===== config.mk =====
export PLATFORM = sky130hd
export DESIGN_NAME = pc16
export DESIGN_NICKNAME = d
export VERILOG_FILES = /design/src/rtl/pc16_pkg.sv /design/src/rtl/pc16_inc16.sv /design/src/rtl/pc16.sv
export SDC_FILE = /design/constraint.sdc
export NUM_CORES = 1
export LEC_CHECK = 0
export CAP_MARGIN = 25
export CORE_MARGIN = 2
export CORE_UTILIZATION = 25
export CTS_CLUSTER_DIAMETER = 30
export DETAILED_ROUTE_END_ITERATION = 12
export PLACE_DENSITY = 0.55
export SKIP_CTS_REPAIR_TIMING = 1
export SLEW_MARGIN = 20
export SYNTH_ARGS = -nofsm -noshare
export SYNTH_HDL_FRONTEND = slang
export SYNTH_SLANG_ARGS = --single-unit

===== constraint.sdc =====
create_clock -name clk -period 7.6 [get_ports clk]
set_clock_uncertainty 0.2 [all_clocks]
set_input_delay 1.52 -clock clk [delete_from_list [all_inputs] [get_ports clk]]
set_output_delay 1.52 -clock clk [all_outputs]
set_load 0.02 [all_outputs]

===== src/rtl/pc16_pkg.sv =====
// ============================================================================
// pc16_pkg : shared widths, limits and per-edge operation decode for pc16
// Revision : 1.0
// ============================================================================
`default_nettype none

package pc16_pkg;

  localparam int          PC_W          = 16;
  localparam logic [15:0] PC_RESET_ADDR = 16'h0000;
  localparam logic [15:0] PC_MAX        = 16'hFFFF;

  typedef enum logic [2:0] {
    OP_HOLD  = 3'd0,
    OP_INC   = 3'd1,
    OP_LOAD  = 3'd2,
    OP_STALL = 3'd3,
    OP_RESET = 3'd4
  } pc_op_e;

  // Priority: reset > stall > load > inc > hold.
  function automatic pc_op_e pc_decode(input logic reset, input logic stall,
                                       input logic load, input logic inc);
    if (reset)      return OP_RESET;
    else if (stall) return OP_STALL;
    else if (load)  return OP_LOAD;
    else if (inc)   return OP_INC;
    else            return OP_HOLD;
  endfunction

endpackage

`default_nettype wire


===== src/rtl/pc16_inc16.sv =====
// ============================================================================
// pc16_inc16 : ripple half-adder incrementer, carry-out flags all-ones input
// Revision : 1.0
// ============================================================================
`default_nettype none

module pc16_inc16 #(
  parameter int WIDTH = 16
) (
  input  logic [WIDTH-1:0] a_i,
  output logic [WIDTH-1:0] sum_o,
  output logic             carry_o
);

  logic [WIDTH:0] carry;

  assign carry[0] = 1'b1;

  for (genvar i = 0; i < WIDTH; i++) begin : g_ha
    assign sum_o[i]   = a_i[i] ^ carry[i];
    assign carry[i+1] = a_i[i] & carry[i];
  end

  assign carry_o = carry[WIDTH];

endmodule

`default_nettype wire


===== src/rtl/pc16.sv =====
// ============================================================================
// pc16 : 16-bit program counter with reset/load/increment/hold and wrap flag
// Revision : 1.0
// ============================================================================
`default_nettype none

module pc16
  import pc16_pkg::*;
#(
  parameter logic [15:0] RESET_ADDR = PC_RESET_ADDR,
  parameter int          WIDTH      = PC_W
) (
  input  logic        clk,
  input  logic        reset,
  input  logic        load,
  input  logic        inc,
  input  logic        stall,
  input  logic [15:0] in,
  output logic [15:0] out,
  output logic        wrapped,
  output logic        busy
);

  if (WIDTH != PC_W) begin : g_width_check
    $error("pc16: WIDTH must be 16");
  end

  logic [15:0] out_q, out_d;
  logic        wrapped_q, wrapped_d;
  logic        busy_q, busy_d;
  logic [15:0] inc_val, lvl_inc, lvl_load;
  logic [15:0] m_inc, m_load, m_reset;
  logic        inc_carry;
  logic        en_d;
  pc_op_e      op;

  pc16_inc16 #(.WIDTH(PC_W)) u_inc16 (
    .a_i    (out_q),
    .sum_o  (inc_val),
    .carry_o(inc_carry)
  );

  // Three AND/OR mux levels; reset is last so X on lower levels is masked.
  assign m_inc    = {16{inc}};
  assign m_load   = {16{load}};
  assign m_reset  = {16{reset}};
  assign lvl_inc  = (inc_val & m_inc) | (out_q & ~m_inc);
  assign lvl_load = (in & m_load) | (lvl_inc & ~m_load);
  assign out_d    = (RESET_ADDR & m_reset) | (lvl_load & ~m_reset);

  assign en_d      = ~stall | reset;
  assign op        = pc_decode(reset, stall, load, inc);
  assign wrapped_d = (op == OP_INC) & inc_carry;
  assign busy_d    = (op == OP_STALL) & (load | inc);

  always_ff @(posedge clk) begin
    if (en_d) out_q <= out_d;
    wrapped_q <= wrapped_d;
    busy_q    <= busy_d;
  end

  assign out     = out_q;
  assign wrapped = wrapped_q;
  assign busy    = busy_q;

endmodule

`default_nettype wire


==> metrics.md, run 1 <==
| Metric | Value |
|---|---|
| Num CTS Buffers | `3` |
| Fmax | `0.2519 GHz` |
| Setup violators final | `0` |
| Final WS setup | `3630 ps` |
| Placed cell areas | `0.001565 mm^2` |
| Synth Flop Type | `edfxtp_1` |
| Worst skew pair latency | `260 ps` |
| Hold Startpoint | `out[15]$_DFFE_PP_` |
| Final period util | `52.24%` |
| Yosys top cell area share | `40.94%` |
| Initial antenna violation count | `0` |
| Synth Warn # | `0` |
| CTS root buf | `clkbuf_8` |
| Comb pwr share | `24.9%` |
| Die width | `72.52 um` |
| Post-layout net count | `167` |
| Core area | `0.004444 mm^2` |
| Vias in the first global route | `935` |
| Worst R2R Start | `out[0]$_DFFE_PP_` |
| Antenna Cells | `0` |
| Slowest-stage cell, CP | `edfxtp_1` |
| I/O pins | `39` |
| Max cap viols | `0` |
| Placed Cells | `177` |
| Critical path arrival | `3750 ps` |
| Clock Power Share | `29.5%` |
| Share of post-route cells with drive strength above 1 | `4.615%` |
| Reg clk slew, reported paths | `70 ps` |
| Aggregate global routing overflow | `0` |
| Synthesized area | `approximately 0.0012 mm^2` |
| Int Pwr | `0.2007 mW` |
| P_sw | `around 0.075 mW` |
| Synth cell count leaders | `16 x edfxtp_1, 16 x nor2b_1, 15 x a211oi_1, 15 x ha_1, 15 x mux2i_1` |
| RePlAce Congestion | `0.6899` |
| Crit-path max cell delay | `440 ps` |
| Post-synth top area cell | `edfxtp_1` |
| Worst path required time | `between 7000 and 8000 ps` |
| Hold Crit Class | `flip-flop to flip-flop` |
| DP HPWL | `1790 um` |
| Most frequent CP cell | `ha_1` |
| DIE AREA | `~0.0053 mm^2` |
| Shortest period the worst path allows | `3970 ps` |
| Setup TNS Final | `0 ps` |
| WL final | `2699 um` |
| CP startpoint | `out[0]$_DFFE_PP_` |
| Switch share | `a little over a quarter` |
| Detailed Route Iter0 Violations | `36` |
| Setup crit start kind | `flip-flop` |
| Mapped Cells | `94` |
| Row cnt | `24` |
| Largest net degree at the start of global routing | `20` |
| Count of final max-slew check failures | `0` |
| Sequential share of the synthesized area | `44.35%` |
| GRT Overall Usage | `11.18%` |
| Via-per-instance ratio | `4.769` |
| First-pass detailed-route iteration total | `5` |
| Via Count | `868` |
| Status | `finished, final reports clean` |
| Setup crit end kind | `flip-flop` |
| Netlist cell types | `17` |
| Util after Layout | `36.80%` |
| Layout Cells excl Fill | `~180` |
| Area delta synth->final | `39.34%` |
| CTS H-tree lvls | `1` |
| Post-synth EDFFs | `16` |
| Share of power burned in registers | `45.6%` |
| FF+latch count, synth | `18` |
| Power consumption | `0.2755 mW` |
| WS Path Type | `flip-flop to flip-flop` |
| CP Cell Sequence | `ha_1 > ha_1 > ha_1 > ha_1 > ha_1 > ha_1 > ha_1 > ha_1 > ha_1 > ha_1 > ha_1 > ha_1 > ha_1 > ha_1 > ha_1 > mux2i_1 > a211oi_1` |
| Drt drc | `0` |
| Clock Path Buffers | `2` |
| Routed Antenna Nets | `0` |
| Final Hold Vio Count | `0` |
| Pre-CTS setup slack | `3600 ps` |
| Leakage | `0.6722 nW` |
| Syn_nets | `130` |
| Initial Util | `26.41%` |
| Post-synth ARST share | `0%` |
| Worst VDD drop | `slightly above 0.06 mV` |
| Tightest Pin Transition | `890.5 ps` |
| Die height | `72.52 um` |
| Clock sink total | `18` |
| First-pass GRT wire length | `4602 um` |
| WL/cell | `14.83 um` |
| PwrDens | `168.5 mW/mm^2` |
| Fin area | `0.001635 mm^2` |
| I/O Buffers | `38` |
| Dominant cells by area after synthesis | `edfxtp_1 41%, ha_1 16%, mux2i_1 13%` |
| Hold Slack | `581.6 ps` |
| RSZ-0062 raised after global routing | `false` |
| CP max FO | `3` |
| Max-slew headroom | `40.63%` |
| CTS tree | `yes` |
| Syn_area_per_cell | `12.49 um^2` |
per-layer routing:
metal,wire [um],global-route usage (%)
met1,1416,16.58
met2,1110,16.72
met3,163,2.361
met4,9,2.469
met5,0,0
cells by family after synthesis:
logic type                 share of synthesized area [%]
AOI/OAI and AO/OA                                  10.66
DFF                                                44.35
adders and majority gates                          15.99
muxes                                              12.79
and+or+nand+nor                                    10.56
xor gates and xnor gates                          0.7464
buffers and inverters                              4.904
flip-flops by register name (all words and copies together), names as in the netlist:
register / flops
wrapped: 1
busy: 1
out: 16
layout make-up:
class                      count  area, um^2
fill                         437        2809
multi-input combinational     68       595.6
sequential                    18       520.5
clock buffer                   4       55.05
timing repair buffer          39       395.4
tap                           52       65.06
inverter                       1       3.754
critical path: cells and delay by family, from the launching register on:
kind,cells,cell delay [ps]
flip-flops,1,440
AO/OA/AOI/OAI,1,90
adder cells (fa/ha/maj),15,2830
multiplexers,1,130
cell usage in the layout (no fill, tap or decap):
| master | synthesis | layout |
|---|---|---|
| edfxtp_1 | 16 | 16 |
| mux2i_1 | 15 | 15 |
| ha_1 | 15 | 15 |
| nor2_1 | 2 | 2 |
| xnor2_1 | 1 | 1 |
| inv_1 | 1 | 1 |
| nor2b_1 | 16 | 16 |
| nand2_1 | 1 | 1 |
| nand2b_1 | 1 | 1 |
| buf_8 | 0 | 1 |
| nor4_1 | 1 | 1 |
| clkdlybuf4s50_1 | 0 | 38 |
| a211oi_2 | 1 | 1 |
| a211oi_1 | 15 | 15 |
| dfxtp_1 | 2 | 2 |
| clkbuf_8 | 0 | 4 |
path summary, 6_finish.rpt:
| check | end | slack [ps] | cells after the start |
|---|---|---|---|
| max | out[15]$_DFFE_PP_ | 3630 | 17 |
| min | wrapped$_DFF_P_ | 580 | 3 |
| max reg2reg | out[15]$_DFFE_PP_ | 3630 | 17 |
| min reg2reg | wrapped$_DFF_P_ | 580 | 3 |
power groups by stage:
stage	logic [mW]	clock network (mW)	registers (mW)
floorplan	0.0268	0	0.137
global placement	0.0673	0	0.128
detailed placement	0.0678	0	0.128
CTS	0.0683	0.0832	0.126
global route	0.0753	0.0876	0.127
finish	0.0685	0.0813	0.126
Power figures use the tool's default switching activity.
==> run 2, diff against run 1 <==
==> constraint.sdc (replaced) <==
create_clock -name clk -period 3.9 [get_ports clk]
set_clock_uncertainty 0.2 [all_clocks]
set_input_delay 0.78 -clock clk [delete_from_list [all_inputs] [get_ports clk]]
set_output_delay 0.78 -clock clk [all_outputs]
set_load 0.02 [all_outputs]
==> run 2 against run 1 <==
  * Worst hold slack worse by 15 ps
  * Sequential share of layout area fell by 1.4 points
  * Critical endpoint unchanged
  * Die area is the same
  * Highest routed layer unchanged
  * Flip-flop and latch count unchanged
==> metrics.md, run 2 (synthesized netlist as in run 1, its figures left out) <==
| Metric | Value |
|---|---|
| Most common cell after layout, fill and taps aside | `clkdlybuf4s50_1` |
| Setup TNS Final | `0 ps` |
| Int Pwr | `around 0.4 mW` |
| Count of final max-slew check failures | `0` |
| Aggregate global routing overflow | `0` |
| Clock Power Share | `roughly 29%` |
| Power consumption | `0.5429 mW` |
| Max cap viols | `0` |
| CP max FO | `2` |
| Detail Route met2 WL | `1202 um` |
| Met3 WL post-DR | `177 um` |
| WL/cell | `between 10 and 15 um` |
| Critical path arrival | `3530 ps` |
| First-pass detailed-route iteration total | `4` |
| P_sw | `0.1448 mW` |
| Clock sink total | `18` |
| Worst VDD drop | `~0.11 mV` |
| Via-per-instance ratio | `4.619` |
| Area delta synth->final | `45.63%` |
| Final Hold Vio Count | `0` |
| Worst path required time | `3690 ps` |
| First-pass GRT wire length | `4698 um` |
| WL final | `2808 um` |
| Most frequent cells in the layout | `38 x clkdlybuf4s50_1, 16 x nor2b_1, 16 x edfxtp_1` |
| Reg clk slew, reported paths | `70 ps` |
| Worst skew pair latency | `260 ps` |
| Final WS setup | `162.1 ps` |
| Core area | `roughly 0.0044 mm^2` |
| Comb pwr share | `roughly a quarter` |
| Leakage | `0.6810 nW` |
| Vias in the first global route | `~940` |
| Via Count | `approximately 870` |
| Layout Cells excl Fill | `189` |
| Num CTS Buffers | `3` |
| Fillcell total | `435` |
| Routed Antenna Nets | `0` |
| Max reg flops | `16` |
| Post-layout net count | `174` |
| Pre-CTS setup slack | `-70.31 ps` |
| CTS H-tree lvls | `1` |
| Fmax | `0.2675 GHz` |
| Shortest period the worst path allows | `about 3700 ps` |
| GRT Overall Usage | `11.39%` |
| Setup crit start kind | `flip-flop` |
| Tightest Pin Transition | `861.6 ps` |
| Die height | `72.52 um` |
| I/O pins | `39` |
| Largest net degree at the start of global routing | `20` |
| I/O Buffers | `38` |
| Share of power burned in registers | `45.1%` |
| CTS root buf | `clkbuf_8` |
| DP HPWL | `1904 um` |
| WS Path Type | `flip-flop to flip-flop` |
| Placed Cells | `182` |
| RePlAce Congestion | `0.7503` |
| Max-slew headroom | `42.56%` |
| Final period util | `95.84%` |
| Row cnt | `24` |
| Die width | `72.52 um` |
| Top sig layer | `met4` |
| Clock Path Buffers | `2` |
| Drt drc | `0` |
| Hold Crit Class | `flip-flop to flip-flop` |
| Met1 WL | `1411 um` |
| Share of post-route cells with drive strength above 1 | `16.79%` |
| Setup violators final | `0` |
| DIE AREA | `0.005258 mm^2` |
| Antenna Cells | `0` |
| Initial Util | `26.41%` |
| Switch share | `26.67%` |
| Detailed Route Iter0 Violations | `20` |
| PwrDens | `317.6 mW/mm^2` |
| CTS tree | `yes` |
| Status | `finished, final reports clean` |
| RSZ-0062 raised after global routing | `false` |
| Setup crit end kind | `flip-flop` |
| Initial antenna violation count | `0` |
-- run 2: critical path, stage by stage (launching register included) --
cell and delay (ps):
edfxtp_1 400, ha_2 200, ha_2 160, ha_2 160, ha_1 180, ha_2 160, ha_1 170, ha_1 180
ha_2 160, ha_2 160, ha_2 170, ha_2 170, ha_1 180, ha_2 170, ha_2 170, ha_1 270
mux2i_1 140, a211oi_1 90
-- run 2: power groups by stage --
stage | combinational, mW | sequential, mW | clock (mW)
after floorplan | 0.0521 | 0.267 | 0
after global placement | 0.138 | 0.248 | 0
after detailed placement | 0.139 | 0.249 | 0
after CTS | 0.140 | 0.245 | 0.162
after global routing | 0.156 | 0.248 | 0.171
final | 0.143 | 0.245 | 0.155
-- run 2: area by class of cell --
cell class / count / area, um^2 / share of cell area (%)
clock buffer: 4 / 55.05 / 3.221
sequential: 18 / 520.5 / 30.45
tap: 52 / 65.06 / 3.807
inverter: 1 / 3.754 / 0.2196
multi-input combinational: 68 / 620.6 / 36.31
timing repair buffer: 46 / 444.2 / 25.99
-- run 2: final timing paths --
check	startpoint	end	slack, ps	cells after the start
max	out[1]$_DFFE_PP_	out[15]$_DFFE_PP_	160	17
min	out[15]$_DFFE_PP_	wrapped$_DFF_P_	570	3
max reg2reg	out[1]$_DFFE_PP_	out[15]$_DFFE_PP_	160	17
min reg2reg	out[15]$_DFFE_PP_	wrapped$_DFF_P_	570	3
-- run 2: layer usage --
| layer | global-route usage (%) | up-vias |
|---|---|---|
| met1 | 17.11 | 397 |
| met2 | 16.51 | 34 |
| met3 | 2.778 | 2 |
| met4 | 2.469 | 0 |
| li1 | - | 440 |
| met5 | 0 | - |
-- run 2: stage by stage --
| step | utilization, % | hold WS [ps] | cell area, um^2 |
|---|---|---|---|
| after floorplan | - | 654.1 | 1174 |
| after global placement | 36.06 | 548.3 | 1603 |
| after detailed placement | 36.06 | 553.6 | 1603 |
| after CTS | 37.30 | 568.4 | 1658 |
| after global routing | 38.46 | 609.2 | 1709 |
| final | 38.46 | 567.0 | 1709 |
